===== src/rtl/fifo_pkt_drain.sv =====
// Drains an upstream sync FIFO into fixed-length packets with sop/eop framing and a forced idle gap.
// Optional m_parity output is enabled by defining FIFO_DRAIN_PARITY_EN.
module fifo_pkt_drain #(
    parameter int B       = 8,
    parameter int PKT_LEN = 4,
    parameter int GAP     = 2
) (
    input  logic         clk,
    input  logic         reset,
    input  logic         fifo_empty,
    input  logic [B-1:0] fifo_r_data,
    output logic         fifo_rd,
    output logic [B-1:0] m_data,
    output logic         m_valid,
    input  logic         m_ready,
    output logic         m_sop,
    output logic         m_eop,
    output logic [15:0]  pkt_cnt,
    output logic         busy
`ifdef FIFO_DRAIN_PARITY_EN
    ,
    output logic         m_parity
`endif
);

    localparam int LW = $clog2(PKT_LEN + 1);
    localparam int GW = (GAP > 1) ? $clog2(GAP) : 1;

    typedef enum logic [1:0] {
        IDLE,
        STREAM,
        GAP_WAIT
    } state_t;

    state_t        state_q, state_d;
    logic [LW-1:0] loaded_q, loaded_d;
    logic [GW-1:0] gap_cnt_q, gap_cnt_d;
    logic [B-1:0]  m_data_q, m_data_d;
    logic          m_valid_q, m_valid_d;
    logic          m_sop_q, m_sop_d;
    logic          m_eop_q, m_eop_d;
    logic [15:0]   pkt_cnt_q, pkt_cnt_d;
`ifdef FIFO_DRAIN_PARITY_EN
    logic          parity_q, parity_d;
`endif

    logic pop;
    logic accept;

    always_comb begin
        // Reset gates the pop so an X state before the first edge cannot strobe the FIFO.
        pop = !reset && !fifo_empty && (!m_valid_q || m_ready)
              && (loaded_q < LW'(PKT_LEN)) && (state_q != GAP_WAIT);
        accept = m_valid_q && m_ready;

        state_d   = state_q;
        loaded_d  = loaded_q;
        gap_cnt_d = gap_cnt_q;
        m_data_d  = m_data_q;
        m_valid_d = m_valid_q;
        m_sop_d   = m_sop_q;
        m_eop_d   = m_eop_q;
        pkt_cnt_d = pkt_cnt_q;
`ifdef FIFO_DRAIN_PARITY_EN
        parity_d  = parity_q;
`endif

        if (accept) begin
            m_valid_d = 1'b0;
        end

        if (pop) begin
            m_data_d  = fifo_r_data;
            m_valid_d = 1'b1;
            m_sop_d   = (loaded_q == '0);
            m_eop_d   = (loaded_q == LW'(PKT_LEN - 1));
            loaded_d  = loaded_q + LW'(1);
`ifdef FIFO_DRAIN_PARITY_EN
            parity_d  = ^fifo_r_data;
`endif
        end

        case (state_q)
            IDLE: begin
                if (pop) begin
                    state_d = STREAM;
                end
            end
            STREAM: begin
                // The eop word can only be pending once loaded has reached PKT_LEN, so no pop collides here.
                if (accept && m_eop_q) begin
                    pkt_cnt_d = pkt_cnt_q + 16'd1;
                    loaded_d  = '0;
                    gap_cnt_d = '0;
                    state_d   = (GAP > 0) ? GAP_WAIT : IDLE;
                end
            end
            GAP_WAIT: begin
                if (gap_cnt_q == GW'(GAP - 1)) begin
                    state_d = IDLE;
                end else begin
                    gap_cnt_d = gap_cnt_q + GW'(1);
                end
            end
            default: begin
                state_d = IDLE;
            end
        endcase
    end

    always_ff @(posedge clk) begin
        if (reset) begin
            state_q   <= IDLE;
            loaded_q  <= '0;
            gap_cnt_q <= '0;
            m_data_q  <= '0;
            m_valid_q <= 1'b0;
            m_sop_q   <= 1'b0;
            m_eop_q   <= 1'b0;
            pkt_cnt_q <= '0;
`ifdef FIFO_DRAIN_PARITY_EN
            parity_q  <= 1'b0;
`endif
        end else begin
            state_q   <= state_d;
            loaded_q  <= loaded_d;
            gap_cnt_q <= gap_cnt_d;
            m_data_q  <= m_data_d;
            m_valid_q <= m_valid_d;
            m_sop_q   <= m_sop_d;
            m_eop_q   <= m_eop_d;
            pkt_cnt_q <= pkt_cnt_d;
`ifdef FIFO_DRAIN_PARITY_EN
            parity_q  <= parity_d;
`endif
        end
    end

    assign fifo_rd  = pop;
    assign m_data   = m_data_q;
    assign m_valid  = m_valid_q;
    assign m_sop    = m_sop_q;
    assign m_eop    = m_eop_q;
    assign pkt_cnt  = pkt_cnt_q;
    assign busy     = (state_q != IDLE);
`ifdef FIFO_DRAIN_PARITY_EN
    assign m_parity = parity_q;
`endif

endmodule


===== config.mk =====
export PLATFORM = sky130hd
export DESIGN_NAME = fifo_pkt_drain
export DESIGN_NICKNAME = d
export VERILOG_FILES = /design/src/rtl/fifo_pkt_drain.sv
export SDC_FILE = /design/constraint.sdc
export NUM_CORES = 1
export LEC_CHECK = 0
export BUFFER_PORTS_ARGS = -buffer_cell sky130_fd_sc_hd__clkbuf_2
export CORE_ASPECT_RATIO = 0.5
export CORE_MARGIN = 10
export CORE_UTILIZATION = 45
export CTS_BUF_LIST = sky130_fd_sc_hd__clkbuf_8
export CTS_CLUSTER_DIAMETER = 120
export DETAILED_ROUTE_END_ITERATION = 6
export PLACE_DENSITY_LB_ADDON = 0.2
export SKIP_LAST_GASP = 1
export SLEW_MARGIN = 20
export SYNTH_ARGS = -nofsm -noshare
export SYNTH_HDL_FRONTEND = slang
export SYNTH_SLANG_ARGS = --single-unit
export TNS_END_PERCENT = 5

===== constraint.sdc =====
create_clock -name clk -period 1.84 [get_ports clk]
set_input_delay 0.092 -clock clk [delete_from_list [all_inputs] [get_ports clk]]
set_output_delay 0.092 -clock clk [all_outputs]
set_load 0.05 [all_outputs]

==> results by group <==
STA
  – Final hold violations: 0
  – Total Neg Setup Slack: 0 ps
  – Worst Tran Pin Value: 495 ps
  – Clk_skew: 8.92 ps
  – Crit share post-route: 95.4%
  – RSZ-0062 raised after global routing: no
  – Max-slew violations: 0
  – Slew headroom: 66.9%
  – Achievable frequency: 570 MHz
  – Final number of setup-violating endpoints: 0
  – Tmin final: 1760 ps

Final layout
  – Most frequent cells in the layout: clkbuf_2, dfxtp_1, nor2_1
  – Final nets: 218
  – Most common cell after layout, fill and taps aside: clkbuf_2
  – Antenna diodes: 0
  – Share of layout cells above drive strength 1: 33.5%
  – Layout overhead on the synthesized area: 27.6%
  – Fin cells: 243
  – Finished Core Util: 60.8%

Synthesis
  – Post-synthesis xor/xnor area fraction: 6.03%
  – Leading area contributor after synthesis: dfxtp_1
  – Largest family of logic cells by synthesized area: simple AND/OR/NAND/NOR gates
  – #FFs+latches synth: 33
  – Synthesis Warnings: 0
  – Share of the synthesized area in the top cell type: 45.5%
  – Compound-Gate Fraction of Synth Area: 7.41%
  – Synth cell types: 33
  – Post-synthesis simple-gate area fraction: 27.0%
  – Mapped cell area: 1450 sq um
  – Area contributors post-synth: dfxtp_1, mux2i_1, nor2_1, xnor2_1, ha_1
  – Seq/Total Area, Yosys: 45.5%
  – Syn Area/Cell: 9.25 sq um
  – Synth Net Count: 173
  – Adder-Cell Fraction of Synth Area: 3.45%
  – Cells after Synth: 157
  – Mux cell area share after synthesis: 7.58%

Power and ir drop
  – PwrDens: 863 nW/um^2
  – Peak VDD IR: 0.000560 V
  – Leak Pwr: 0.862 nW

Global route
  – GRT overflow: 0
  – Vias in the first global route: 1222
  – Initial antenna violation count: 0
  – First-pass GRT wire length: 5320 microns
  – GRT Total Usage: 10.9%
  – Largest net degree at the start of global routing: 36

Worst setup path
  – RR Startpoint: pkt_cnt[0]
  – Critical path class: reg2reg
  – Worst R2R Path Depth: 5
  – CP startpoint: pkt_cnt[0]
  – Startpoint types: flip-flop
  – Worst EP required: 2060 ps
  – Setup crit end kind: flip-flop
  – R2r setup slk: 80 ps
  – FF-to-FF End: pkt_cnt[12]
  – Worst-path fanout max: 6
  – WP data arrival: 1980 ps

Min path
  – Hold WC Path Type: in2reg
  – WHS Endpoint: m_data[5]
  – Hold Path Depth: 3
  – Hold_sp: fifo_r_data[5]

Clock network
  – Reg clk slew, reported paths: 70 ps
  – Resized Gates After CTS: 0
  – CTS Sinks: 33
  – Root Driver: clkbuf_8
  – Insertion delay of the later-clocked pin in the worst-skew pair: 290 ps
  – Maximum clock insertion buffer count: 2
  – CTS tree: yes
  – CTS Buf Count: 5
  – Post-CTS Setup Bufs: 0
  – H-tree depth: 2
  – Number of hold buffers added after cts: 0

Die
  – Io pins: 41
  – Core area: 3050 sq um
  – Die ar.: 6040 sq um
  – Starting Density: 47.7%
  – Die X: 100 microns
  – Die H: 60.2 microns
  – Row cnt: 14

Placement
  – RePlAce Congestion: 0.802
  – Detailed Place HPWL: 2410 microns
  – Dpl cells: 235
  – PortBufs: 40

Drt
  – Initial drt markers: 58
  – Vias: 1259
  – Post-route DRC: 0
  – Final WL: 3330 microns
  – Routed WL per cell: 13.7 microns
  – Post-route ant nets: 0
  – Pre-antenna DRT Iters: 4
  – Vias per cell: 5.18

Run status
  – Status: finished clean

Flow run
  – MaxCap Viol Count: 0
worst max-delay path by stage:
stage                        to  slack, ps
finish              pkt_cnt[12]         80
CTS                 pkt_cnt[12]         90
global placement    pkt_cnt[12]        140
floorplan           pkt_cnt[13]         10
detailed placement  pkt_cnt[12]        110
global route        pkt_cnt[12]          3
state kept, by name, summed over array words and instances, names as in the netlist:
signal	cells
pkt_cnt	16
m_data	8
loaded_q	3
state_q	2
gap_cnt_q	1
m_eop	1
m_sop	1
m_valid	1
area by class of cell:
| type | count | area (sq um) |
|---|---|---|
| sequential | 33 | 676 |
| fill | 286 | 1190 |
| tap | 40 | 50.0 |
| timing repair buffer | 44 | 245 |
| clock buffer | 6 | 82.6 |
| inverter | 5 | 18.8 |
| multi-input combinational | 113 | 748 |
| clock inverter | 2 | 33.8 |
synthesized netlist by cell type:
library cell,count
dfxtp_1,33
nor2_1,24
mux2i_1,11
a21oi_1,9
xnor2_1,9
nand2_1,7
nand3_1,7
nor3_1,7
inv_1,5
clkbuf_1,4
ha_1,4
nand2b_1,3
nand4_1,3
o21ai_0,3
o31ai_1,3
or4_1,3
a31o_1,2
buf_2,2
nand4b_2,2
nor4_1,2
or2_2,2
and2_1,1
and3_1,1
and4b_1,1
nand3_2,1
nand4_2,1
nor3b_1,1
nor4_2,1
o21a_1,1
or2b_2,1
or3_1,1
or3_4,1
xor2_1,1
power breakdown:
part	total [mW]	switching [mW]	internal [mW]
clock network	0.701	0.265	0.436
registers	0.743	0.0133	0.729
logic	0.156	0.106	0.0508
total	1.60	0.384	1.22
metrics by stage:
step	hold WS, ps	area [sq um]	worst slack [ps]	power [mW]
floorplan	236	1470	10.2	0.870
global placement	323	1740	140	0.914
detailed placement	332	1740	106	0.918
CTS	29.6	1850	86.3	1.62
global route	59.7	1850	3.30	1.66
finish	32.6	1850	84.2	1.60
worst max-delay path, stage by stage (launching register included):
cell and delay (ps):
dfxtp_4 380, ha_1 210, nand3_1 100, or3_4 370, or4_1 480, a21oi_1 150
cells by family after synthesis:
group           after synthesis
xor+xnor                     10
simple gates                 70
buf+inv                      11
compound gates               18
flops                        33
mux                          11
fa+ha+maj                     4
per-layer routing:
metal  wire length (microns)  share of wire (%)  global-route usage (%)
met5                       0                  0                       0
met4                      42                1.3                    6.00
met3                     228                6.8                    4.72
met2                    1510                 45                    17.0
met1                    1550                 46                    12.3
No activity file was read; power rests on OpenSTA's default activity.
